$ cat src/rtl/pagerank_sched_pkg.sv
// Shared types and constants for the PageRank iteration scheduler.
package pagerank_sched_pkg;

  typedef enum logic [2:0] {
    IDLE,
    LAUNCH,
    WAIT_THREADS,
    STREAM,
    WAIT_FINAL,
    CHECK,
    CLEAR,
    DONE
  } sched_state_t;

  localparam logic [15:0] SCHED_TIMEOUT_CYCLES = 16'hFFFF;

  function automatic logic is_busy(input sched_state_t s);
    return (s != IDLE) && (s != DONE);
  endfunction

endpackage

$ cat src/rtl/thread_done_tracker.sv
// Sticky completion mask for the DMP partition threads; all_done also
// counts pulses arriving in the same cycle so the scheduler loses no cycle.
module thread_done_tracker #(
  parameter int NUM_HW_THREADS = 8
) (
  input  logic                      clock,
  input  logic                      reset_n,
  input  logic                      clear,
  input  logic                      capture,
  input  logic [NUM_HW_THREADS-1:0] thread_done,
  output logic                      all_done
);

  logic [NUM_HW_THREADS-1:0] mask_reg;

  always_ff @(posedge clock or negedge reset_n) begin
    if (!reset_n) begin
      mask_reg <= '0;
    end else if (clear) begin
      mask_reg <= '0;
    end else if (capture) begin
      mask_reg <= mask_reg | thread_done;
    end
  end

  assign all_done = capture && (&(mask_reg | thread_done));

endmodule

$ cat src/rtl/pagerank_iteration_scheduler.sv
// Sequences PageRank iterations: launch threads, stream to the final damping
// stage, test convergence. Optional watchdog: PAGERANK_SCHED_TIMEOUT_EN.
module pagerank_iteration_scheduler
  import pagerank_sched_pkg::*;
#(
  parameter  int NUM_HW_THREADS = 8,
  parameter  int MAX_ITERATIONS = 64,
  localparam int ITER_W         = $clog2(MAX_ITERATIONS + 1)
) (
  input  logic                      clock,
  input  logic                      reset_n,
  input  logic                      start,
  input  logic                      abort,
  input  logic [63:0]               epsilon,
  output logic [NUM_HW_THREADS-1:0] thread_start,
  input  logic [NUM_HW_THREADS-1:0] thread_done,
  output logic                      stream_start,
  output logic                      stream_done,
  input  logic                      final_complete,
  input  logic [63:0]               delta,
  output logic                      iter_clear,
  output logic                      busy,
  output logic                      done,
  output logic                      converged,
  output logic [ITER_W-1:0]         iteration_count,
  output logic                      timeout
);

  sched_state_t      state_reg, state_next;
  logic [ITER_W-1:0] iter_count_reg;
  logic [ITER_W-1:0] iter_inc;
  logic              converged_reg;
  logic [63:0]       delta_reg;
  logic              delta_below;
  logic              all_done;
  logic              wd_expired;

  thread_done_tracker #(
    .NUM_HW_THREADS(NUM_HW_THREADS)
  ) u_tracker (
    .clock      (clock),
    .reset_n    (reset_n),
    .clear      (state_reg == LAUNCH),
    .capture    (state_reg == WAIT_THREADS),
    .thread_done(thread_done),
    .all_done   (all_done)
  );

  assign iter_inc    = iter_count_reg + ITER_W'(1);
  assign delta_below = delta_reg < epsilon;

`ifdef PAGERANK_SCHED_TIMEOUT_EN
  logic [15:0] wd_reg;
  logic        timeout_reg;

  assign wd_expired = ((state_reg == WAIT_THREADS) || (state_reg == WAIT_FINAL))
                      && (wd_reg == SCHED_TIMEOUT_CYCLES);

  // Restarts whenever the state moves, so each wait is bounded on its own.
  always_ff @(posedge clock or negedge reset_n) begin
    if (!reset_n) begin
      wd_reg <= '0;
    end else if ((state_next != state_reg) ||
                 !((state_reg == WAIT_THREADS) || (state_reg == WAIT_FINAL))) begin
      wd_reg <= '0;
    end else begin
      wd_reg <= wd_reg + 16'd1;
    end
  end

  always_ff @(posedge clock or negedge reset_n) begin
    if (!reset_n) begin
      timeout_reg <= 1'b0;
    end else if (!is_busy(state_reg)) begin
      if (start) timeout_reg <= 1'b0;
    end else if (!abort && wd_expired) begin
      timeout_reg <= 1'b1;
    end
  end

  assign timeout = timeout_reg;
`else
  assign wd_expired = 1'b0;
  assign timeout    = 1'b0;
`endif

  always_comb begin
    state_next   = state_reg;
    thread_start = '0;
    stream_start = 1'b0;
    stream_done  = 1'b0;
    iter_clear   = 1'b0;
    case (state_reg)
      IDLE:         if (start) state_next = LAUNCH;
      LAUNCH: begin
        thread_start = '1;
        state_next   = WAIT_THREADS;
      end
      WAIT_THREADS: if (all_done) state_next = STREAM;
      STREAM: begin
        stream_start = 1'b1;
        state_next   = WAIT_FINAL;
      end
      WAIT_FINAL: begin
        stream_done = 1'b1;
        if (final_complete) state_next = CHECK;
      end
      CHECK: begin
        if (delta_below || (iter_inc == ITER_W'(MAX_ITERATIONS))) state_next = DONE;
        else                                                       state_next = CLEAR;
      end
      CLEAR: begin
        iter_clear = 1'b1;
        state_next = LAUNCH;
      end
      DONE:         if (start) state_next = LAUNCH;
      default:      state_next = IDLE;
    endcase
    if (wd_expired) begin
      iter_clear = 1'b1;
      state_next = DONE;
    end
    // Abort wins over every other transition, including the watchdog.
    if (abort && is_busy(state_reg)) begin
      iter_clear = 1'b1;
      state_next = IDLE;
    end
  end

  always_ff @(posedge clock or negedge reset_n) begin
    if (!reset_n) begin
      state_reg      <= IDLE;
      iter_count_reg <= '0;
      converged_reg  <= 1'b0;
      delta_reg      <= '0;
    end else begin
      state_reg <= state_next;
      if (!is_busy(state_reg)) begin
        if (start) begin
          iter_count_reg <= '0;
          converged_reg  <= 1'b0;
        end
      end else if (abort) begin
        converged_reg <= 1'b0;
      end else begin
        if ((state_reg == WAIT_FINAL) && final_complete) delta_reg <= delta;
        if (state_reg == CHECK) begin
          iter_count_reg <= iter_inc;
          converged_reg  <= delta_below;
        end
        if (wd_expired) converged_reg <= 1'b0;
      end
    end
  end

  assign busy            = is_busy(state_reg);
  assign done            = (state_reg == DONE);
  assign converged       = converged_reg;
  assign iteration_count = iter_count_reg;

endmodule

$ cat config.mk
export PLATFORM = sky130hd
export DESIGN_NAME = pagerank_iteration_scheduler
export DESIGN_NICKNAME = d
export VERILOG_FILES = /design/src/rtl/pagerank_sched_pkg.sv /design/src/rtl/thread_done_tracker.sv /design/src/rtl/pagerank_iteration_scheduler.sv
export SDC_FILE = /design/constraint.sdc
export NUM_CORES = 1
export LEC_CHECK = 0
export BUFFER_PORTS_ARGS = -buffer_cell sky130_fd_sc_hd__buf_2
export CORE_MARGIN = 2
export CORE_UTILIZATION = 40
export CTS_CLUSTER_SIZE = 12
export DETAILED_ROUTE_END_ITERATION = 12
export PLACE_DENSITY = 0.68
export SKIP_CTS_REPAIR_TIMING = 1
export SYNTH_ARGS = -nofsm -noshare
export SYNTH_HDL_FRONTEND = slang
export SYNTH_HIERARCHICAL = 1
export SYNTH_SLANG_ARGS = --single-unit
$ cat constraint.sdc
create_clock -name clock -period 2.2 [get_ports clock]
set_clock_uncertainty 0.1 [all_clocks]
set_input_delay 0.44 -clock clock [delete_from_list [all_inputs] [get_ports clock]]
set_output_delay 0.44 -clock clock [all_outputs]
set_load 0.05 [all_outputs]
After elaboration in Yosys (flattened, before gate mapping)
Cells that the tools add are included.
Storage, ports and cells
  RAM bits: 0
  word-level logic and storage cells: 60
  memory bits (read-only): 0
  bits in registers: 83
  latch bits: 0
  memories kept: 0
  input port bits: 141
  output and inout port bits: 22
Operators by class
  div/mod/pow operators: 0
  add/sub/neg operators: 1
  order comparisons: 1
  multiply operators: 0
  bitwise logic cells: 2
  reductions and logical operators: 15
  equal/unequal tests: 15
  shifts and indexed selects: 0
  mux-type cells: 21
Operators by type and width (number)
  $lt A64 B64 Y1: 1
  $mux W7: 4
  $mux W8: 3
  $pmux W3 S7: 1
  $eq A3 B3 Y1 const B: 4
  $mux W3: 4
  $mux W1: 9
  $ne A3 B3 Y1 const B: 3
  $reduce_and A3 Y1: 3
  $or A8 B8 Y8: 1
  $reduce_and A8 Y1: 1
  $add A7 B1 Y7 const B: 1
  $eq A7 B7 Y1 const B: 1
  $eq A3 B2 Y1 const B: 2
  $logic_and A1 B1 Y1: 4
  $reduce_bool A2 Y1: 2
  $eq A3 B1 Y1 const B: 1
  $logic_not A3 Y1: 1
  $ne A3 B1 Y1 const B: 1
  $ne A3 B2 Y1 const B: 1
  $reduce_bool A3 Y1: 1
  $ne A2 B1 Y1 const B: 1
  $ne A2 B2 Y1 const B: 1
  $reduce_and A2 Y1: 1
  other kinds (3): 3

Longest topological paths before layout
  depth in word-level cells: 6
  depth in mapped cells: 13
  depth with buffers taken out: 10

Cells and area by module
The synthesis kept the hierarchy.
By module, submodules not included
  pagerank_iteration_scheduler: instances 1, area each 4790.8 µm², cells an instance 464
  thread_done_tracker: instances 1, area each 334.1 µm², cells an instance 32

Least setup slack after synthesis
No wires, ideal clock.
  path type: register -> output
  from: register state_reg[2]
  to: output iter_clear
  arrival: 2031 ps
  cell stages (with the launch flop): 4
  slack: -371 ps
  required time: 1660 ps
  cells stage by stage: dfrtp_1 buf_2 and3_1 nor3_1
Between the ends
  cells in the longest elaborated chain, start to end: 4
  elaborated cells between the ends (all ways): 7
  classes of those cells: 2 x eq/ne; 2 x mux; 3 x reduce/logical
Ends and longest elaborated chain
  start, declared: RTL line pagerank_iteration_scheduler.sv:29  | sched_state_t state_reg, state_next;
  start signal, assigned: RTL line pagerank_iteration_scheduler.sv:137  | state_reg <= state_next;
  $ne A3 B3 Y1 or $reduce_bool A3 Y1 (tied branches): RTL line pagerank_sched_pkg.sv:18  | return (s != IDLE) && (s != DONE);
  $logic_and A1 B1 Y1: RTL line pagerank_sched_pkg.sv:18
  $logic_and A1 B1 Y1: RTL line pagerank_iteration_scheduler.sv:124  | if (abort && is_busy(state_reg)) begin
  $mux W1 (*): RTL line pagerank_iteration_scheduler.sv:124
  end, declared: RTL line pagerank_iteration_scheduler.sv:21  | output logic iter_clear,
Every way passes the cells marked *; elsewhere a longest branch is shown, timed or not.

Worst setup path in the final report
Same ends and word-level chain as after synthesis.

==> results.py <==
metrics = {
    "outcome": {
        "status": "finished clean",
    },
    "global_route": {
        "antenna_found_initial": 1,
        "gr-usage-met1_pct": 21.81,
        "grt_max_degree": 52,
        "grt_util_met3_pct": 5.407,
        "grt.overflow.total": 0,
        "grt_pass1_wl_microns": 18890,
        "top_usage_layer": "met2",
        "gr-usage-met2_pct": 30.61,
        "first_global_vias": 4097,
        "track_usage_pct": 18.00,
    },
    "layout": {
        "diodes": 0,
        "largest_reg_flops": 64,
        "drive_gt1_share_pct": 39.82,
        "syn_to_final_growth_pct": 26.68,
        "nets": 867,
        "mostFrequentLayoutCells": "157 x buf_2, 83 x dfrtp_1, 66 x inv_1",
        "layout.cells.most_common": "buf_2",
    },
    "sta": {
        "fin_crit_ps": 2120,
        "max_freq_ghz": 0.4718,
        "layout_setup_ws_ps": 80.36,
        "finalSetupViolations": 0,
        "finalMaxSlewViolations": 0,
        "period_share_pct": 96.35,
        "hold_violations": 0,
        "rsz0062_at_grt": "yes",
    },
    "floorplanning": {
        "dieWidth_microns": 117.2,
        "core_area_sq_um": 12570,
        "std_cell_rows": 41,
        "die_h_microns": 117.2,
        "pin_count": 163,
        "fp.dieArea_sq_um": 13730,
        "initial_core_util_pct": 40.78,
    },
    "placement": {
        "place_ws_ps": -105.4,
        "hpwlAfterDp_microns": 9265,
        "io_buffers": 161,
        "gp_congestion": 0.8460,
    },
    "clocking": {
        "numClockSinks": 83,
        "htree_levels": 3,
        "clockRootBuffer": "clkbuf_16",
        "numCtsBuffers": 9,
        "clk_pin_slew_worst_paths_ps": 60,
        "clkLatencyLatePin_ps": 340,
        "cts_tree": "yes",
        "cts_buffer_depth": 2,
    },
    "critical_path": {
        "reg2reg_from": "delta_reg[35]",
        "worst_ep_arrival_time_ps": 1580,
        "worst_ep_required_time_ps": 1660,
        "worstSetupPathType": "flop to output pin",
        "start_kind": "flop",
        "crit_start": "state_reg[2]",
        "crit_chain": "buf_4 > and3_1 > nor3_2 > clkbuf_4",
        "cp-end-kind": "output pin",
        "cp_slowest_stage_delay_ps": 370,
        "crit_fanout": 17,
        "path_buf_inv": 2,
        "slowest_stage": "dfrtp_1",
        "cpLargestDelayFamily": "buffers and inverters",
    },
    "yosys": {
        "synth.largest_area_cell": "dfrtp_1",
        "synth_edf_count": 0,
        "yosys_register_bits": 83,
        "synth_nets": 701,
        "synth.area.top_cells": "dfrtp_1 41%, ha_1 16%, mux2_2 13%, inv_1 4.8%, a21oi_1 3.3%",
        "yosys.area.top_type_share_pct": 40.53,
        "synth_cells": 496,
        "synth.cell_area_sq_um": 5125,
        "synth.distinct_cells": 53,
        "synth_warnings": 6,
        "async_reset_ff_share_pct": 100.0,
        "seq_area_frac_synth_pct": 40.53,
        "synthFlopType": "dfrtp_1",
        "syn_area_per_cell_sq_um": 10.33,
    },
    "detailed_routing": {
        "ant_nets": 0,
        "wl_microns": 11750,
        "wl_per_cell_microns": 14.08,
        "vias": 4171,
        "drt_iter0_drc": 130,
        "drc": 0,
        "viasPerCell": 4.995,
        "drtPass1Iterations": 4,
    },
    "power_and_ir_drop": {
        "leakagePower_nw": 3.691,
        "peakVddDrop_uv": 426.6,
        "p_per_area_nw_per_um2": 963.3,
        "power_mw": 6.254,
    },
    "worst_hold_path": {
        "hp-class": "input port to flop",
        "min-delay-start": "delta[31]",
    },
    "flow_run": {
        "maxCapViolCount": 0,
    },
}
==> final timing paths <==
check | slack, ps | cells past startpoint | end
setup / recovery | 80 | 4 | iter_clear
hold / removal | 210 | 2 | delta_reg[31]
setup reg to reg | 110 | 7 | state_reg[0]
hold reg to reg | 400 | 2 | u_tracker/mask_reg[4]
max in group asynchronous | 850 | 3 | u_tracker/mask_reg[7]
min in group asynchronous | 490 | 2 | delta_reg[33]
==> synthesized netlist by cell type, types with 2 or more instances <==
master / number
buf_4: 8
mux2_2: 60
nand3_1: 18
o21ai_0: 14
o21a_1: 2
and3_1: 3
o211ai_1: 4
dfrtp_1: 83
o31ai_1: 5
nor2b_1: 2
nand4_1: 12
ha_1: 64
o21ai_2: 2
mux2_1: 4
nand2_1: 22
nor3_1: 6
and2_1: 2
a21o_1: 13
and4_1: 2
nor2_1: 27
inv_1: 66
xnor2_1: 2
a21boi_0: 2
buf_2: 9
a21oi_1: 34
clkbuf_1: 3
==> layout make-up <==
type	count	area [sq um]
fillers	1163	6076
repair buffers	177	975.9
well taps	172	215.2
flip-flops and latches	83	2077
inverters	66	247.7
clock buffers	12	256.5
multi-input cells	325	2720
==> power by group <==
part | total (mW) | internal, mW | switching (mW) | leakage [nW]
Combinational | 2.70 | 1.08 | 1.63 | 2.45
Clock | 1.37 | 0.801 | 0.573 | 0.126
Sequential | 2.18 | 1.94 | 0.236 | 1.11
==> logic make-up (layout without fill, tap and decap cells) <==
logic type | Yosys count | in the layout | synth area share, %
XOR/XNOR | 3 | 3 | 0.5128
AO/OA/AOI/OAI | 90 | 90 | 11.57
other | 1 | 1 | 0.07317
adder cells (fa/ha/maj) | 64 | 64 | 15.63
AND/OR/NAND/NOR | 103 | 103 | 10.21
multiplexers | 64 | 64 | 14.06
buffers and inverters | 88 | 255 | 7.422
flip-flops | 83 | 83 | 40.53
==> metal layers <==
layer,up-vias,routed length [microns]
li1,2060,-
met1,1987,5041
met2,111,5798
met3,11,749
met4,2,149
met5,-,16
==> through the flow <==
stage	TNS (ps)	hold slack, ps	std cells	instance area, sq um	util [%]
CTS	0	-49.05	833	6440	51.24
finish	0	208.7	835	6492	51.66
floorplan	0	44.41	496	5160	-
global placement	-64.71	318.4	821	6183	49.20
detailed placement	-160.2	326.7	821	6183	49.20
global route	-127.2	205.0	835	6492	51.66
Note: power is estimated with default switching activity, not from simulation.
